<file path="src/rtl/ahbl_sram_slave_if.sv">
// AHB-Lite slave front end for an SRAM controller: one transfer at a time,
// registered bus responses, single-cycle request handshake towards the controller.
module ahbl_sram_slave_if #(
    parameter int MEM_AWIDTH = 19
) (
    input  logic                  HCLK,
    input  logic                  HRESETN,
    input  logic                  HSEL,
    input  logic [1:0]            HTRANS,
    input  logic                  HWRITE,
    input  logic [2:0]            HSIZE,
    input  logic [MEM_AWIDTH-1:0] HADDR,
    input  logic [31:0]           HWDATA,
    input  logic                  HREADYIN,
    output logic                  HREADYOUT,
    output logic                  HRESP,
    output logic [31:0]           HRDATA,
    output logic                  ahbsram_req,
    output logic                  ahbsram_write,
    output logic [2:0]            ahbsram_size,
    output logic [MEM_AWIDTH-1:0] ahbsram_addr,
    output logic [31:0]           ahbsram_wdata,
    input  logic                  sramahb_ack,
    input  logic [31:0]           sramahb_rdata
);

    typedef enum logic [2:0] {
        S_IDLE,
        S_WDATA,
        S_REQ,
        S_WAIT,
        S_RCAP,
        S_DONE,
        S_ERR1,
        S_ERR2
    } state_t;

    state_t                  r_state;
    state_t                  w_next;
    logic                    w_phase_valid;
    logic                    w_can_accept;
    logic                    w_accept;
    logic                    w_bad_xfer;

    logic                    r_hreadyout;
    logic                    r_hresp;
    logic [31:0]             r_hrdata;
    logic                    r_req;
    logic                    r_write;
    logic [2:0]              r_size;
    logic [MEM_AWIDTH-1:0]   r_addr;
    logic [31:0]             r_wdata;

    assign w_phase_valid = HSEL && HREADYIN && (HTRANS inside {2'b10, 2'b11});
    // Only the states that present HREADYOUT=1 may take a new address phase.
    assign w_can_accept  = (r_state == S_IDLE) || (r_state == S_DONE) || (r_state == S_ERR2);
    assign w_accept      = w_phase_valid && w_can_accept;

    // NOTE: every combinational output gets a default first so no path leaves it
    // unassigned; otherwise synthesis infers a latch.
    always_comb begin
        w_bad_xfer = 1'b1;
        case (HSIZE)
            3'b000:  w_bad_xfer = 1'b0;
            3'b001:  w_bad_xfer = HADDR[0];
            3'b010:  w_bad_xfer = |HADDR[1:0];
            default: w_bad_xfer = 1'b1;
        endcase
    end

    always_comb begin
        w_next = r_state;
        case (r_state)
            S_IDLE, S_DONE, S_ERR2: begin
                if (!w_accept)       w_next = S_IDLE;
                else if (w_bad_xfer) w_next = S_ERR1;
                else if (HWRITE)     w_next = S_WDATA;
                else                 w_next = S_REQ;
            end
            S_WDATA: w_next = S_REQ;
            S_REQ:   w_next = S_WAIT;
            S_WAIT: begin
                if (sramahb_ack) w_next = r_write ? S_DONE : S_RCAP;
            end
            S_RCAP:  w_next = S_DONE;
            S_ERR1:  w_next = S_ERR2;
            default: w_next = S_IDLE;
        endcase
    end

    // NOTE: sequential state uses non-blocking assignments so every register
    // samples pre-edge values regardless of statement order.
    always_ff @(posedge HCLK or negedge HRESETN) begin
        if (!HRESETN) begin
            r_state     <= S_IDLE;
            r_hreadyout <= 1'b1;
            r_hresp     <= 1'b0;
            r_hrdata    <= '0;
            r_req       <= 1'b0;
            r_write     <= 1'b0;
            r_size      <= '0;
            r_addr      <= '0;
            r_wdata     <= '0;
        end else begin
            r_state     <= w_next;
            // Bus responses are registered from the next state so they line up with it.
            r_hreadyout <= (w_next == S_IDLE) || (w_next == S_DONE) || (w_next == S_ERR2);
            r_hresp     <= (w_next == S_ERR1) || (w_next == S_ERR2);
            r_req       <= (w_next == S_REQ);
            if (w_accept) begin
                r_write <= HWRITE;
                r_size  <= HSIZE;
                r_addr  <= HADDR;
            end
            if (r_state == S_WDATA) r_wdata  <= HWDATA;
            if (r_state == S_RCAP)  r_hrdata <= sramahb_rdata;
        end
    end

    assign HREADYOUT     = r_hreadyout;
    assign HRESP         = r_hresp;
    assign HRDATA        = r_hrdata;
    assign ahbsram_req   = r_req;
    assign ahbsram_write = r_write;
    assign ahbsram_size  = r_size;
    assign ahbsram_addr  = r_addr;
    assign ahbsram_wdata = r_wdata;

endmodule

</file>
<file path="config.mk">
export PLATFORM = sky130hd
export DESIGN_NAME = ahbl_sram_slave_if
export DESIGN_NICKNAME = d
export VERILOG_FILES = /design/src/rtl/ahbl_sram_slave_if.sv
export SDC_FILE = /design/constraint.sdc
export NUM_CORES = 1
export LEC_CHECK = 0
export BUFFER_PORTS_ARGS = -buffer_cell sky130_fd_sc_hd__buf_2
export CORE_MARGIN = 2
export CORE_UTILIZATION = 25
export CTS_CLUSTER_SIZE = 20
export DETAILED_ROUTE_END_ITERATION = 12
export GPL_TIMING_DRIVEN = 0
export HOLD_SLACK_MARGIN = 0.12
export SLEW_MARGIN = 25
export SYNTH_ARGS = -nofsm -noshare
export SYNTH_HDL_FRONTEND = slang
export SYNTH_SLANG_ARGS = --single-unit
</file>
<file path="constraint.sdc">
create_clock -name HCLK -period 4 [get_ports HCLK]
set_clock_uncertainty 0.2 [all_clocks]
set_input_delay 0.4 -clock HCLK [delete_from_list [all_inputs] [get_ports HCLK]]
set_output_delay 0.4 -clock HCLK [all_outputs]
set_load 0.01 [all_outputs]
</file>
==> results.py <==
metrics = {
    "clock_network": {
        "tritoncts": "yes",
        "cts_made_buffers": 9,
        "ctsResizeCount": 0,
        "htree_levels": 3,
        "path_clk_slew_ns": 0.06,
        "insertion_delay_ns": 0.34,
        "cts.sinks": 93,
        "root_buffer": "clkbuf_16",
        "cts_setup_buffers": 0,
        "cts.path.max_buffers": 2,
    },
    "sta": {
        "slew_headroom_pct": 67.0,
        "tightestPinTransition_ns": 0.493,
        "rsz0062_at_grt": "no",
        "max_freq_mhz": 472,
        "tns_ns": 0,
        "hold_viol": 0,
        "finalCriticalPeriod_ns": 2.12,
        "final.setup.worst_slack_ns": 1.88,
        "period_share_pct": 53.0,
        "finalSetupViolations": 0,
        "drv_slew": 0,
    },
    "floorplanning": {
        "num_rows": 44,
        "start_util_pct": 25.3,
        "die_x_um": 125,
        "io_pins": 184,
        "die_h_um": 125,
        "die_area_um2": 15600,
        "core-area_um2": 14400,
    },
    "detailed_routing": {
        "antenna_left": 0,
        "drcViolationCount": 0,
        "vias": 2847,
        "wire_per_inst_um": 13.6,
        "routed_via_density": 4.12,
        "drtPass1Iterations": 4,
        "dr.first_iter.drc_count": 65,
        "drt_wl_total_um": 9360,
    },
    "worst_setup_path": {
        "rrSetupSlack_ns": 2.09,
        "crit_slowest_cell": "dlygate4sd3_1",
        "reg2regPathDepth": 3,
        "startpoint_type": "input pin",
        "cp-end-kind": "flop",
        "cp_slowest_stage_delay_ns": 0.52,
        "crit_chain": "dlygate4sd3_1, buf_2, a21oi_1, o21ai_0, nand3_1, a211o_1, nor3_1",
        "required_ns": 4.04,
        "critPathArrivalTime_ns": 2.15,
        "crit_end": "ahbsram_req",
        "timing.rr.start": "r_state[0]",
        "critPathLaunch": "HADDR[0]",
        "setup.worst_path.class": "in2reg",
        "r2r_end": "ahbsram_wdata[30]",
        "path_max_fanout": 3,
    },
    "synth": {
        "ys_top_cells_by_area": "dfrtp_1 63%, mux2_2 20%, mux2_4 8.2%, buf_4 1.2%, mux2_1 1.2%",
        "syn_nets": 316,
        "synth_top_flop_cell": "dfrtp_1",
        "ys_types": 28,
        "synthCells": 222,
        "synth-edff-count": 0,
        "synth-seq-cells": 93,
        "synth_common_cells": "92 x dfrtp_1, 64 x mux2_2, 20 x mux2_4",
        "ys_warn_count": 0,
        "synth_top_area_cell": "dfrtp_1",
        "synth_top_area_share_pct": 63.0,
        "async_reset_ff_share_pct": 100,
        "ys_seq_area_share_pct": 63.7,
        "syn_area_um2": 3660,
        "synth_area_per_cell_um2": 16.5,
        "synth_most_common_cell": "dfrtp_1",
    },
    "power": {
        "ir_drop_uv": 280,
        "power_uw": 4090,
        "p_per_area_nw_per_um2": 685,
        "p_leak_uw": 0.00295,
    },
    "cells_and_area": {
        "fill_cells": 1334,
        "multi_input_area_um2": 1250,
        "final_layout_size_suffix_gt1_share_pct": 57.8,
        "n_antenna_cell": 0,
        "fin_util_pct": 41.4,
        "areaGrowthSynthToFinish_pct": 63.3,
        "fin_cells": 691,
        "nNetsFinal": 598,
        "regArea_um2": 2330,
    },
    "flow_run": {
        "maxCapViolations": 0,
    },
    "global_routing": {
        "grt_overflow": 0,
        "track_usage_pct": 12.2,
        "grt_pass1_vias": 3106,
        "antenna_found_initial": 0,
        "met3_usage_pct": 3.55,
        "grt_first_pass_wirelength_um": 15100,
        "use_met2_pct": 20.7,
        "grt_util_met1_pct": 14.3,
        "busiest_layer": "met2",
        "grt_max_degree": 51,
    },
    "placement": {
        "pre_cts_slack_ns": 2.03,
        "hpwl_um": 6110,
        "dpl.cell_count": 589,
        "routabilityCongestion": 0.699,
        "io_buffers": 182,
    },
    "outcome": {
        "outcome": "finished, final reports clean",
    },
    "min_path": {
        "hp-start": "ahbsram_wdata[28]",
        "min_path_type": "reg2reg",
    },
}
[routing by layer]
layer	wire length, um	part of all wire, %
met5	0	0
met4	190	2.0
met3	653	7.0
met2	4570	49
met1	3950	42
[final cells by class]
cell class,instances,share of cell area [%]
flip-flops and latches,93,39.0
clock buffers,12,4.30
well taps,184,3.86
plain buffers,8,1.13
multi-input cells,119,21.0
clock inverters,2,0.168
inverters,2,0.126
repair buffers,271,30.4
[cells in the final DEF (no fill, tap or decap), types with 2 or more instances in the layout]
master,n
mux2_4,20
nand3_1,2
buf_6,3
clkinv_2,2
mux2_2,64
clkbuf_16,9
clkbuf_8,2
buf_2,181
dfrtp_1,92
nor2_1,3
dlygate4sd3_1,88
a21oi_1,4
mux2_1,4
nor3_1,2
nand2_1,5
a211o_1,2
buf_4,6
[sequential cells by signal, indices dropped and copies added (netlist names)]
signal,count
r_state,3
ahbsram_wdata,32
ahbsram_size,3
HRDATA,32
HREADYOUT,1
ahbsram_addr,19
ahbsram_req,1
ahbsram_write,1
HRESP,1
[metrics by stage]
| step | area, um^2 | hold slack (ns) |
|---|---|---|
| after floorplan | 3660 | -0.0956 |
| after global placement | 4800 | 0.263 |
| after detailed placement | 4820 | 0.177 |
| after CTS | 5970 | 0.253 |
| after global routing | 5970 | 0.299 |
| final | 5970 | 0.281 |
[kinds of logic after synthesis]
logic type      Yosys count  share of synthesized area, %
buf+inv                  10                          2.05
simple gates             19                          2.94
compound gates           12                          2.16
flops                    93                          63.7
mux                      88                          29.2
[how the worst min path moves through the flow]
stage | cells past startpoint | endpoint | slack, ns
floorplan | 0 | HRDATA[0] | -0.1
global placement | 1 | HRDATA[6] | 0.26
detailed placement | 1 | ahbsram_addr[11] | 0.18
CTS | 4 | r_state[0] | 0.25
global route | 1 | HRDATA[6] | 0.30
finish | 1 | ahbsram_wdata[28] | 0.28
[power breakdown]
part           total (uW)  internal, uW  switching [uW]
logic                1640           923             719
clock network         783           446             337
registers            1670          1420             249
total                4090          2790            1300
[worst max-delay path: cells and delay by family]
family                 cells  cell delay, ns
AO/OA/AOI/OAI              3            0.69
buffers and inverters      2            0.64
AND/OR/NAND/NOR            2            0.42
[repair_timing]
action                                  in CTS  in global routing
hold endpoints to repair                   136                  0
endpoints found under the setup margin       0                  0
hold buffers                                88                  0
Note: power is estimated with default switching activity, not from simulation.
